## src/rtl/cpu.sv

```systemverilog
// Multi-cycle 32-bit CPU with 17-bit word addressing, read-only memory port.
// Define CPU_TRACE_EN to print one simulation line per instruction fetch.
module cpu (
    input  logic        reset,
    input  logic        clock,
    input  logic [0:31] data_in,
    output logic [0:16] address
);

    localparam int unsigned WORD_W = 32;
    localparam int unsigned ADDR_W = 17;
    localparam int unsigned NREG   = 16;
    localparam int unsigned IMM_W  = 20;

    localparam logic [6:0] OP_AI   = 7'h20;
    localparam logic [6:0] OP_LI   = 7'h22;
    localparam logic [6:0] OP_WAIT = 7'h2E;
    localparam logic [6:0] OP_AW   = 7'h30;
    localparam logic [6:0] OP_LW   = 7'h32;
    localparam logic [6:0] OP_BCR  = 7'h68;
    localparam logic [6:0] OP_BCS  = 7'h69;

    typedef enum logic [1:0] {
        FETCH    = 2'd0,
        INDIRECT = 2'd1,
        EXECUTE  = 2'd2,
        HALT     = 2'd3
    } state_t;

    state_t              state;
    logic [ADDR_W-1:0]   pc;
    logic [WORD_W-1:0]   ir;
    logic [3:0]          cc;     // {CC1, CC2, CC3, CC4}
    logic [WORD_W-1:0]   regs [NREG];

    // Memory word renumbered so that spec bit k is din[31-k].
    logic [WORD_W-1:0]   din;
    logic [6:0]          f_op;
    logic [2:0]          f_x;
    logic [ADDR_W-1:0]   f_idx;
    logic [ADDR_W-1:0]   f_ea;
    logic                f_memref;
    logic [6:0]          e_op;
    logic [3:0]          e_r;
    logic [WORD_W-1:0]   imm;
    logic [WORD_W-1:0]   opnd;
    logic [WORD_W-1:0]   acc;
    logic [WORD_W:0]     sum;
    logic [WORD_W-1:0]   res;
    logic                carry;
    logic                ovf;
    logic                pos;
    logic                neg;
    logic                cc_hit;
    logic                ir_unused;

    assign din = data_in;

    // Fetch-time decode straight from the memory word being latched into IR.
    assign f_op     = din[30:24];
    assign f_x      = din[19:17];
    assign f_idx    = (f_x != 3'd0) ? regs[f_x][ADDR_W-1:0] : '0;
    assign f_ea     = din[ADDR_W-1:0] + f_idx;
    assign f_memref = (f_op == OP_LW) || (f_op == OP_AW) ||
                      (f_op == OP_BCR) || (f_op == OP_BCS);

    // Execute-time datapath; the address register holds EA during EXECUTE.
    assign e_op  = ir[30:24];
    assign e_r   = ir[23:20];
    assign imm   = {{(WORD_W - IMM_W){ir[IMM_W-1]}}, ir[IMM_W-1:0]};
    assign opnd  = ((e_op == OP_LI) || (e_op == OP_AI)) ? imm : din;
    assign acc   = regs[e_r];
    assign sum   = {1'b0, acc} + {1'b0, opnd};
    assign res   = ((e_op == OP_LI) || (e_op == OP_LW)) ? opnd : sum[WORD_W-1:0];
    assign carry = sum[WORD_W];
    assign ovf   = (acc[WORD_W-1] == opnd[WORD_W-1]) && (sum[WORD_W-1] != acc[WORD_W-1]);
    assign pos   = !res[WORD_W-1] && (res != '0);
    assign neg   = res[WORD_W-1];
    assign cc_hit = (e_r & cc) != 4'd0;

    // The indirect flag is consumed at fetch time, before IR is loaded.
    assign ir_unused = ir[WORD_W-1];

    always_ff @(posedge clock) begin
        if (reset) begin
            state   <= FETCH;
            pc      <= '0;
            ir      <= '0;
            cc      <= '0;
            address <= '0;
            for (int i = 0; i < NREG; i++) begin
                regs[i] <= '0;
            end
        end else begin
            case (state)
                FETCH: begin
                    ir      <= din;
                    pc      <= pc + ADDR_W'(1);
                    address <= f_ea;
                    state   <= (din[WORD_W-1] && f_memref) ? INDIRECT : EXECUTE;
                end
                INDIRECT: begin
                    address <= din[ADDR_W-1:0];
                    state   <= EXECUTE;
                end
                EXECUTE: begin
                    state   <= FETCH;
                    address <= pc;
                    case (e_op)
                        OP_LI, OP_LW: begin
                            regs[e_r] <= res;
                            cc[1:0]   <= {pos, neg};
                        end
                        OP_AI, OP_AW: begin
                            regs[e_r] <= res;
                            cc        <= {carry, ovf, pos, neg};
                        end
                        OP_BCR: begin
                            if (!cc_hit) begin
                                pc      <= address;
                                address <= address;
                            end
                        end
                        OP_BCS: begin
                            if (cc_hit) begin
                                pc      <= address;
                                address <= address;
                            end
                        end
                        default: begin
                            // WAIT and any unimplemented opcode stop the machine.
                            state <= HALT;
                        end
                    endcase
                end
                default: begin
                    address <= pc;
                end
            endcase
        end
    end

`ifdef CPU_TRACE_EN
    always_ff @(posedge clock) begin
        if (!reset && state == FETCH) begin
            $display("cpu fetch pc=%05h ir=%08h", pc, din);
        end
    end
`else
    // Tracing compiled out; cycle behaviour is identical either way.
`endif

endmodule

```

## config.mk

```make
export PLATFORM = sky130hd
export DESIGN_NAME = cpu
export DESIGN_NICKNAME = d
export VERILOG_FILES = /design/src/rtl/cpu.sv
export SDC_FILE = /design/constraint.sdc
export NUM_CORES = 1
export LEC_CHECK = 0
export ABC_AREA = 1
export CAP_MARGIN = 20
export CORE_MARGIN = 2
export CORE_UTILIZATION = 34
export CTS_CLUSTER_DIAMETER = 40
export DETAILED_ROUTE_END_ITERATION = 8
export MAX_ROUTING_LAYER = met4
export PLACE_DENSITY = 0.49
export SLEW_MARGIN = 5
export SYNTH_ARGS = -nofsm -noshare
export SYNTH_HDL_FRONTEND = slang
export SYNTH_SLANG_ARGS = --single-unit
```

## constraint.sdc

```tcl
create_clock -name clock -period 4.5 [get_ports clock]
set_input_delay 0.9 -clock clock [delete_from_list [all_inputs] [get_ports clock]]
set_output_delay 0.9 -clock clock [all_outputs]
set_load 0.1 [all_outputs]
```

### Word-level counts from Yosys, hierarchy flattened

Memories as Yosys holds them, arrays and structs flattened. A register that Yosys moved wholly into a read port is not among the register bits.
Index checks and enable logic that the tools add are counted.

| word-level totals | value |
|---|---|
| bits in writable memories | 512 |
| word-level logic and storage cells | 75 |
| output and inout port bits | 17 |
| input bits | 34 |
| flip-flop bits (word level) | 71 |
| memories | 1 |

Memory list:

| name | depth | width | rd ports | clocked after memory_dff | write ports | RTL line | RTL |
|---|---|---|---|---|---|---|---|
| regs | 16 | 32 | 2 | 1 | 16 | 34 | `logic [WORD_W-1:0] regs [NREG];` |

| operators by class | value |
|---|---|
| add/sub/neg operators | 3 |
| bitwise operators | 2 |
| multiplexer cells | 27 |
| reductions and logical operators | 22 |
| equal/unequal tests | 14 |

Operators by type and width:

| kind | number |
|---|---|
| $mux 32 | 4 |
| $pmux 17 s2 | 2 |
| $mux 17 | 3 |
| $pmux 17 s3 | 1 |
| $eq 7x6->1 const B | 6 |
| $add 32x32->33 | 1 |
| $reduce_bool 32->1 | 1 |
| $reduce_or 32->1 | 1 |
| $eq 7x7->1 const B | 4 |
| $add 17x1->17 const B | 1 |
| $add 17x17->17 | 1 |
| $mux 4 | 3 |
| $mux 1 | 11 |
| $pmux 2 s3 | 1 |
| $reduce_bool 3->1 | 2 |
| $reduce_or 6->1 | 1 |
| $logic_or 1x1->1 | 5 |
| $and 4x4->4 | 1 |
| $mux 2 | 2 |
| $reduce_and 2->1 | 2 |
| $reduce_bool 4->1 | 1 |
| $reduce_or 2->1 | 2 |
| $reduce_or 4->1 | 1 |
| $logic_and 1x1->1 | 3 |
| other kinds (8) | 8 |

### Logic depth before layout (Yosys ltp)

| depth | value |
|---|---|
| word-level depth | 9 |
| gate-level depth with buffers | 36 |
| mapped depth without buffers | 30 |

### Least setup slack after synthesis

No wires, ideal clock.

| path | value |
|---|---|
| path kind | register to register |
| from | register (tool-made name) |
| to | memory regs[3][24] (data pin) |
| arrival time | 4060 ps |
| clock period less this slack | 4324 ps |
| cell stages (with the launch flop) | 33 |
| library setup time | 264 ps |
| data required time | 4236 ps |
| buffers on the path | 7 |
| path slack | 176 ps |
| cell sequence | dfxtp_1 -> buf_6 -> inv_4 -> buf_8 -> buf_12 -> buf_6 -> clkbuf_1 -> clkbuf_1 -> nand2_1 -> a221oi_1 -> o31ai_1 -> inv_1 -> ha_1 -> inv_1 -> fa_1 -> nand3b_1 -> nand2_1 -> nand2_1 -> nand2_1 -> nand3_1 -> nand2_1 -> nand4_1 -> nand2_1 -> nand2_2 -> nand2_1 -> nand3_1 -> nand2_1 -> nand2_1 -> nand2_1 -> o21ai_2 -> inv_2 -> buf_6 -> nor2_2 |

RTL lines:

| what | RTL line |
|---|---|
| end, declared | 34 |

==> out/results.ini <==
[power_and_ir_drop]
combPwrFrac = 0.479
seqPwrFrac = 0.225
p_int_mw = 16.4
vdd_drop_max_mv = 0.579
clkPwrFrac = 0.296
p_sw_frac = 0.444
switchingPower_mw = 13.1
leakagePower_nw = 15.1
power_density_mw_per_mm2 = 771
p_total_mw = 29.4

[global_route]
antenna_found_initial = 2
grt_start_max_net_pins = 62
grt_overflow_total = 0
grt_first_pass_wirelength_mm = 169
grt_pass1_vias = 25300
grt_use_total = 0.248

[timing]
fin_crit_sh = 0.947
final-setup-viol-count = 0
finalMaxSlewViolations = 0
worst_pin_slew_ns = 0.996
fin_skew_ns = 0.0287
finalCriticalPeriod_ns = 4.26
max_freq_mhz = 235
finalHoldViolations = 0
relSlewSlack = 0.334
setup_ws_ns = 0.237

[status]
status = finished clean

[clock_tree]
root_buffer = clkbuf_16
clk_pin_slew_ns = 0.05
cts_tree = done
cts_buffer_depth = 3
postCtsHoldBufs = 0
clk_latency_ns = 0.68
numCtsBuffers = 105
h-tree-depth = 3
clock-sinks = 587

[logic_synthesis]
ys_top_cells_by_area = edfxtp_1, nor2_1, nand2_1
synth_most_common_cell = nor2_1
syn_inst = 3564
seq_area_frac_synth = 0.543
ys_types = 60
ys_warn_count = 0
async_flop_share = 0
syn_nets = 3651
synth_top_area_share = 0.495
ys_ff_latch = 587
yosysTopAreaCell = edfxtp_1
synthesis.area_mm2 = 0.0311
synth_flop_cell = edfxtp_1
synth_common_cells = nor2_1, nand2_1, edfxtp_1, a21oi_1, inv_1
synth_edf_count = 512
postSynthAreaPerCell_um2 = 8.72

[setup_path]
startpoint_type = register
endpoint_kind = register
arrival_ns = 4.65
crit_type = reg2reg
cp_max_fo = 16
critPathRequiredTime_ns = 4.89
rrSetupSlack_ns = 0.24

[placed_design]
dp_hpwl_mm = 71.1
port_buffers = 50
pre_cts_slack_ns = -0.0337
gp_congestion = 0.937
dpl_cell_area_mm2 = 0.0340

[final_layout]
drive_above_1_share = 0.145
area_growth_pct = 22.7
final_cell_area_mm2 = 0.0381
nets = 3778
utilization = 0.423

[die]
die-height_um = 306
core_area_mm2 = 0.0903
boundaryPins = 51
die_w_um = 306
std_cell_rows = 110
dieArea_mm2 = 0.0939
initial_utilization = 0.344

[detailed_routing]
vias = 26900
viasPerCell = 5.43
firstDrtPassIters = 7
wl_per_cell_um = 23.4
ant_nets = 0
wirelength_mm = 116
drtIter0Drc = 2686
drc = 0

[job]
maxCapViolations = 0

[min_path]
min_path_type = reg2reg

state kept, by name, summed over array words and instances, names as in the netlist, named ones only:
| name | cells |
|---|---|
| pc | 17 |
| cc | 4 |
| state | 2 |
| regs | 512 |
| address | 17 |
| ir | 31 |
critical path, stage by stage (launching register included):
cell and delay, ns:
dfxtp_4 0.39, buf_4 0.20, inv_8 0.14, nand2_1 0.08, a221oi_2 0.31, o31ai_1 0.12, inv_1 0.16, ha_1 0.20
inv_1 0.07, fa_1 0.44, nand3b_1 0.19, nand2_1 0.12, nand2_1 0.08, nand2_1 0.09, nand3_1 0.07, nand2_1 0.10
nand4_1 0.16, nand2_2 0.16, nand4_1 0.16, nand3_1 0.16, nand2_1 0.06, nand3_1 0.07, nand2_1 0.13, inv_2 0.11
buf_12 0.15, nor2_1 0.05
routing by layer:
metal | track usage | share of wire | vias to the layer above | wire, um
li1 | - | - | 12500 | -
met1 | 0.345 | 0.45 | 13100 | 52200
met2 | 0.379 | 0.45 | 1094 | 52000
met3 | 0.0364 | 0.078 | 165 | 9040
met4 | 0.0625 | 0.023 | 0 | 2670
met5 | - | 0 | - | 0
layout make-up:
class	count	area (um^2)
clock inverters	78	1170
well taps	1176	1470
diodes	1	2.50
inverters	269	1040
fillers	8779	52100
repair inverters	1	11.3
repair buffers	271	2720
multi-input cells	2456	12100
flip-flops and latches	587	16900
clock buffers	118	2710
power groups by stage:
stage / Combinational, mW / Sequential, mW / Clock, mW
after floorplan: 7.83 / 7.03 / 0
after global placement: 13.7 / 6.70 / 0
after detailed placement: 13.6 / 6.71 / 0
after CTS: 13.7 / 6.60 / 8.82
after global routing: 15.2 / 6.66 / 9.05
final: 14.1 / 6.62 / 8.70
final timing paths:
path            endpoint  cells past startpoint     start
max          regs[9][28]                     25  register
min reg2reg       ir[11]                      2    ir[11]
min               ir[11]                      2    ir[11]
max reg2reg  regs[9][28]                     25  register
per-stage QoR:
stage                     hold WS [ns]  std cells   TNS, ns
after floorplan                  0.434       3564         0
after global placement           0.448       4748   -0.0294
after detailed placement         0.454       4748   -0.0654
after CTS                        0.462       4944         0
after global routing             0.487       4957  -0.00259
final                            0.460       4957         0
logic make-up after synthesis:
| family | after synthesis | share of synthesized area |
|---|---|---|
| muxes | 2 | 0.000684 |
| buffers and inverters | 521 | 0.0701 |
| adders and majority gates | 53 | 0.0218 |
| and+or+nand+nor | 1645 | 0.221 |
| DFF | 587 | 0.543 |
| xor gates and xnor gates | 3 | 0.000845 |
| AOI/OAI and AO/OA | 753 | 0.142 |
placed cells by master, fill, tap and decap left out, drive strengths merged, types with 4 or more instances in the layout:
master         instances
o32ai                  4
nand2                640
o21bai                 4
clkinv                36
clkbuf               122
a21oi                296
nand3                250
o221ai                10
dfxtp                 75
a221oi                69
o21ai                242
o211ai                28
edfxtp               512
a211oi                 7
o21a                   4
inv                  275
nand4                 17
bufinv                24
clkdlybuf4s50         48
a311o                  9
buf                  219
ha                    51
or2                   13
nor3                  21
o22ai                  7
clkinvlp              13
o31ai                 21
nor2                 690
a31oi                 45
nand3b                 6
and2                   4
what timing repair did:
| action | CTS | global route |
|---|---|---|
| resized for setup | 0 | 30 |
| buffers inserted | 0 | 7 |
| setup endpoints to repair | 0 | 202 |
Note: power is estimated with default switching activity, not from simulation.
